==> config.mk <==
export PLATFORM = sky130hd
export DESIGN_NAME = fnv_1a_32_check
export DESIGN_NICKNAME = d
export VERILOG_FILES = /design/src/rtl/fnv_pkg.sv /design/src/rtl/fnv32_mul_prime.sv /design/src/rtl/fnv_1a_32_check.sv
export SDC_FILE = /design/constraint.sdc
export NUM_CORES = 1
export LEC_CHECK = 0
export ABC_AREA = 1
export CELL_PAD_IN_SITES_DETAIL_PLACEMENT = 1
export CELL_PAD_IN_SITES_GLOBAL_PLACEMENT = 2
export CORE_MARGIN = 10
export CORE_UTILIZATION = 35
export CTS_CLUSTER_DIAMETER = 40
export DETAILED_ROUTE_END_ITERATION = 7
export PLACE_DENSITY = 0.91
export SYNTH_ARGS = -nofsm -noshare
export SYNTH_HDL_FRONTEND = slang
export SYNTH_SLANG_ARGS = --single-unit
export TNS_END_PERCENT = 30
==> constraint.sdc <==
create_clock -name clk -period 5.3 [get_ports clk]
set_input_delay 1.06 -clock clk [delete_from_list [all_inputs] [get_ports clk]]
set_output_delay 1.06 -clock clk [all_outputs]
set_load 0.05 [all_outputs]
==> src/rtl/fnv_pkg.sv <==
// FNV-1a 32-bit shared constants and checker state encoding.
// Also parameterises the sender-side hash block.
package fnv_pkg;

    localparam logic [31:0] FNV32_OFFSET_BASIS = 32'h811C9DC5;
    localparam logic [31:0] FNV32_PRIME        = 32'h01000193;

    localparam logic [1:0] ST_IDLE   = 2'd0;
    localparam logic [1:0] ST_ABSORB = 2'd1;
    localparam logic [1:0] ST_MIX    = 2'd2;
    localparam logic [1:0] ST_CHECK  = 2'd3;

endpackage

==> src/rtl/fnv32_mul_prime.sv <==
// Combinational 32-bit multiply by a constant prime, built from shifts and adds.
// Only the set bits of PRIME produce adders, so no hard multiplier is inferred.
module fnv32_mul_prime
    import fnv_pkg::*;
#(
    parameter logic [31:0] PRIME = FNV32_PRIME
) (
    input  logic [31:0] h,
    output logic [31:0] p
);

    always_comb begin
        p = '0;
        for (int i = 0; i < 32; i++) begin
            if (PRIME[i]) begin
                p = p + (h << i);
            end
        end
    end

endmodule

==> src/rtl/fnv_1a_32_check.sv <==
// Byte-serial FNV-1a 32-bit digest checker: absorbs octets over valid/ready,
// then compares the digest with an expected value and reports the verdict.
module fnv_1a_32_check
    import fnv_pkg::*;
#(
    parameter logic [31:0] OFFSET_BASIS = FNV32_OFFSET_BASIS,
    parameter logic [31:0] FNV_PRIME    = FNV32_PRIME
) (
    input  logic        clk,
    input  logic        reset,
    input  logic        start,
    input  logic [7:0]  in_data,
    input  logic        in_valid,
    output logic        in_ready,
    input  logic        finish,
    input  logic [31:0] expected,
    output logic [31:0] digest,
    output logic        done,
    output logic        match,
    output logic        busy
);

    logic [1:0]  state;
    logic [31:0] hash;
    logic [31:0] hash_mul;
    logic        match_q;
    logic        pend;
    logic        hs;

    assign hs = in_valid && in_ready;

    fnv32_mul_prime #(
        .PRIME(FNV_PRIME)
    ) u_mul (
        .h(hash),
        .p(hash_mul)
    );

    always_ff @(posedge clk) begin
        if (reset) begin
            state   <= ST_IDLE;
            hash    <= OFFSET_BASIS;
            match_q <= 1'b0;
            pend    <= 1'b0;
        end else begin
            unique case (state)
                ST_IDLE: begin
                    if (start) begin
                        hash    <= OFFSET_BASIS;
                        match_q <= 1'b0;
                        pend    <= 1'b0;
                        state   <= ST_ABSORB;
                    end
                end
                ST_ABSORB: begin
                    if (hs) begin
                        hash  <= hash ^ {24'h0, in_data};
                        pend  <= finish;
                        state <= ST_MIX;
                    end else if (finish) begin
                        state <= ST_CHECK;
                    end
                end
                ST_MIX: begin
                    hash <= hash_mul;
                    // a finish seen while mixing is remembered, never queued twice
                    if (pend || finish) begin
                        pend  <= 1'b1;
                        state <= ST_CHECK;
                    end else begin
                        state <= ST_ABSORB;
                    end
                end
                ST_CHECK: begin
                    match_q <= (hash == expected);
                    pend    <= 1'b0;
                    state   <= ST_IDLE;
                end
                default: begin
                    state <= ST_IDLE;
                end
            endcase
        end
    end

    assign in_ready = (state == ST_ABSORB);
    assign busy     = (state != ST_IDLE);
    assign done     = (state == ST_CHECK);
    assign digest   = hash;
    // verdict is live during the done cycle, then held until next start
    assign match    = done ? (hash == expected) : match_q;

endmodule

Word level (Yosys, flattened, before mapping)
Cells that the tools add are included.
{ "totals": {"register_bits": 36, "elab_cells": 42, "inputBits": 45} }
{ "op_classes": {"n_addsub": 5, "n_reduce_logical": 10, "bitwise": 1, "eq_ne": 8, "mux": 14} }
{ "ops": {"columns": ["op", "n"], "rows": [
  ["$add 32x32->32", 5],
  ["$pmux 32 s3", 1],
  ["$mux 32", 2],
  ["$eq 32x32->1", 1],
  ["$xor 32x8->32", 1],
  ["$mux 2", 4],
  ["$pmux 2 s4", 1],
  ["$reduce_and 3->1", 2],
  ["$eq 2x2->1 const B", 2],
  ["$mux 1", 4],
  ["$ne 2x2->1 const B", 2],
  ["$pmux 1 s4", 1],
  ["$reduce_and 2->1", 2],
  ["$reduce_bool 2->1", 2],
  ["$ne 3x1->1 const B", 1],
  ["$reduce_bool 3->1", 1],
  ["$eq 2x1->1 const B", 1],
  ["$logic_not 2->1", 1],
  ["$ne 2x1->1 const B", 1],
  ["$pmux 1 s2", 1],
  ["$logic_and 1x1->1", 1],
  ["$logic_or 1x1->1", 1]
]} }

Depth between registers and ports, before layout
{ "logic_depth": {"depth_word": 6, "ltp_mapped": 23, "depth_no_buf": 23} }

Hierarchy
Synthesis repeated with hierarchy kept, for this count alone.
{ "unflattened": {"cells_unflattened": 993, "hier_area_um2": 6926.6} }
{ "by_module_without_submodules": {"columns": ["module", "n_inst", "cells_each", "area_each_um2"], "rows": [
  ["fnv32_mul_prime", 1, 666, 4669.5],
  ["fnv_1a_32_check", 1, 327, 2257.2]
]} }

Least setup slack after synthesis
No wires, ideal clock.
{ "synth_timing": {"kind": "register to register", "start": "register hash[3] (netlist: digest[3])", "end": "register hash[13] (netlist: digest[13])", "setup_time_ns": 0.132, "path_stages_with_launch": 14, "arrival_time_ns": 3.895, "path_slack_ns": 1.273, "n_path_buf": 0, "cell_sequence": "dfxtp_1 > inv_1 > fa_1 > fa_1 > fa_1 > inv_1 > ha_1 > a21oi_1 > nor2_1 > nor2_1 > nand3_1 > or2_2 > nand3_1 > a21oi_1"} }
{ "synth_between": {"elab_chain_len": 6} }
{ "synth_lines": {"columns": ["element", "line", "source"], "rows": [
  ["start: declaration", "fnv_1a_32_check.sv:24", "logic [31:0] hash;"],
  ["start signal: assignment", "fnv_1a_32_check.sv:57", "hash <= hash ^ {24'h0, in_data};"],
  ["start signal: assignment", "fnv_1a_32_check.sv:65", "hash <= hash_mul;"],
  ["$add 32x32->32 (3 in a row)", "fnv32_mul_prime.sv:16", "p = p + (h << i);"],
  ["$add 32x32->32 (*) (2 in a row)", "fnv32_mul_prime.sv:16", null],
  ["$pmux 32 s3 (*)", "fnv_1a_32_check.sv:46", "unique case (state)"]
]} }
Mark *: on every way between the ends. The rest lies on a longest branch, timed or not.
A chain may end at the register's enable or synchronous reset.

Worst setup path in the final report
{ "layout_timing": {"start": "input expected[5]", "end": "output match"} }
{ "layout_between": {"elab_chain_len": 2} }
{ "layout_lines": {"columns": ["element", "line", "source"], "rows": [
  ["start: declaration", "fnv_1a_32_check.sv:16", "input logic [31:0] expected,"],
  ["$eq 32x32->1", "fnv_1a_32_check.sv:91", "assign match = done ? (hash == expected) : match_q;"],
  ["$mux 1", "fnv_1a_32_check.sv:91", null],
  ["end: declaration", "fnv_1a_32_check.sv:19", "output logic match,"]
]} }
No other way between the ends.

==> flow_summary.toml <==
[synthesis]
synth_top_area_share_pct = 24.8
yosysSeqAreaShare_pct = 11.0
muxShareOfSynthArea_pct = 0
synthSimpleGateAreaFrac_pct = 22.9
avgSynthCellArea_um2 = 7.11
yosys.area.top_type = "fa_1"
syn-num-nets = 1107
syn_inst = 919
ys.warnings.count = 0
synth_cell_type_count = 43
synth_area_mm2 = 0.00653
synth_top_family_by_area = "adder cells"
synthTopCellsByArea = "fa_1, inv_1, ha_1, nand2_1, dfxtp_1"
synth_seq_cells = 36
synth_compound_gate_area_share_pct = 11.8
synthXorXnorAreaFrac_pct = 4.56
synth_adder_area_share_pct = 36.7

[grt]
gr-total-overflow = 0
grt_pass1_vias = 6957
antenna_found_initial = 0
grt_pass1_wl_um = 39300
grt_start_max_net_pins = 31
grt.total_usage_pct = 20.6

[floorplan]
rows = 49
die_area_mm2 = 0.0245
core-area_mm2 = 0.0181
initial_core_util_pct = 36.0
die_w_um = 157
ioPinCount = 81
die_h_um = 157

[sta]
rsz0062_at_grt = "false"
fmax_ghz = 0.230
tightest_slew_ns = 0.724
post-route-period-util_pct = 82.1
drv_slew = 0
setup_viol_count_final = 0
min_period_ns = 4.35
max_slew_margin_pct = 51.6
hold_viol = 0
skew_ns = 0.00740
fin_setup_tns_ns = 0

[setup_path]
crit_start = "expected[5]"
worst-setup-path-type = "input port to output port"
cp-end-kind = "output port"
cp-start-kind = "input port"
crit_required_ns = 4.24
critPathMaxFanout = 2
r2r-start = "digest[1]"
cp_data_arrival_time_ns = 3.29

[worst_hold_path]
hp-start = "pend"
hold_path_class = "flop to flop"

[clock_network]
postCtsResizedCells = 0
cts.path.max_buffers = 2
clk_pin_slew_worst_paths_ns = 0.05
cts_hold_buffers = 0
h-tree-depth = 2
cts_buffers = 5
cts_sinks = 36
worstSkewPairLatency_ns = 0.29
postCtsSetupBuffers = 0
cts_tree = "yes"
root_buffer = "clkbuf_16"

[placement]
hpwl_um = 21600
io_buffer_count = 80
placed_cells = 1228
gp_congestion = 0.933

[detailed_routing]
routed_wl_um = 25100
drtPass1Iterations = 5
drcViolationCount = 0
routedWlPerCell_um = 20.3
vias = 6466
drtIter0Drc = 353
routed_via_density = 5.24
ant_nets = 0

[flow_run]
cap_violations = 0

[final_layout]
synthToLayoutAreaGrowth_pct = 19.6
fin_util_pct = 43.1
nets = 1194
regArea_um2 = 721
final_cells = 1235
num_antenna_cells = 0
fillers = 2351
multi_input_area_mm2 = 0.00496
drive_gt1_share_pct = 3.58

[status]
status = "complete, no violations"
## sequential cells by signal, indices dropped and copies added (netlist names)
| register | flops |
|---|---|
| pend | 1 |
| state | 2 |
| match_q | 1 |
| digest | 32 |
## final timing paths
| path | to | slack [ns] | cells after the start |
|---|---|---|---|
| worst min register to register | pend | 0.49 | 2 |
| worst max register to register | digest[12] | 0.97 | 14 |
| worst max-delay path | match | 0.95 | 8 |
| worst min-delay path | pend | 0.49 | 2 |
## area by class of cell
cell class / instances / area share (%)
clock buffers: 7 / 1.95
inverters: 211 / 10.1
multi-input cells: 659 / 63.5
flip-flops and latches: 36 / 9.22
well taps: 229 / 3.67
repair buffers: 93 / 11.5
## metrics by stage
stage / hold slack, ns / setup WS, ns / cell area (um^2)
floorplan: 0.437 / 1.27 / 6530
global placement: 0.455 / 0.953 / 7660
detailed placement: 0.477 / 0.982 / 7660
CTS: 0.484 / 0.959 / 7810
global route: 0.523 / 0.727 / 7810
finish: 0.487 / 0.950 / 7810
## metal layers
metal | share of wire [%] | vias to the layer above | track usage, %
li1 | - | 3047 | -
met1 | 43 | 3213 | 26.0
met3 | 5.9 | 28 | 3.95
met5 | 0 | - | 0
met2 | 49 | 178 | 36.0
met4 | 1.5 | 0 | 3.69
## critical path, cell delays in order
cell and delay [ns]:
clkdlybuf4s50_1 0.43, a21oi_1 0.25, nor3b_1 0.25, nand4_1 0.12, nor2_1 0.19, nand3_1 0.12
nand2_1 0.07, clkdlybuf4s50_1 0.79
## cell families (layout without fill, tap and decap cells)
kind of cell             count (synthesis)  in the layout
AND/OR/NAND/NOR                        342            342
adder cells (fa/ha/maj)                143            143
XOR/XNOR                                34             34
flip-flops                              36             36
AO/OA/AOI/OAI                          140            140
buffers and inverters                  224            311
## cell usage after synthesis (all sizes together)
library cell	number
inv	211
nand2	205
fa	81
a21oi	71
ha	62
nand3	48
nor2	46
o21ai	40
dfxtp	36
xnor2	21
nand4	16
xor2	13
nor3	11
clkbuf	8
o21bai	8
o22ai	6
buf	5
and2	4
nand3b	4
or2	4
a21boi	3
nor3b	3
a21o	2
o2111ai	2
o211ai	2
o221ai	2
a211o	1
a211oi	1
a22o	1
a31oi	1
nor4	1
## cell usage in the layout (no fill, tap or decap), drive strengths merged, types with 2 or more instances in the layout
cell type	count
fa	81
o211ai	2
clkbuf	7
o22ai	6
a21boi	3
nor3	11
o221ai	2
ha	62
dfxtp	36
nand4	16
nor3b	3
buf	13
a21o	2
nand3	48
a21oi	71
and2	4
o21ai	40
o2111ai	2
xnor2	21
nand2	205
or2	4
nand3b	4
clkdlybuf4s50	80
xor2	13
o21bai	8
inv	211
nor2	46
Power is left out: the tool's default activity adds up to more than one toggle a clock period on the data nets, which glitch-free logic cannot reach.
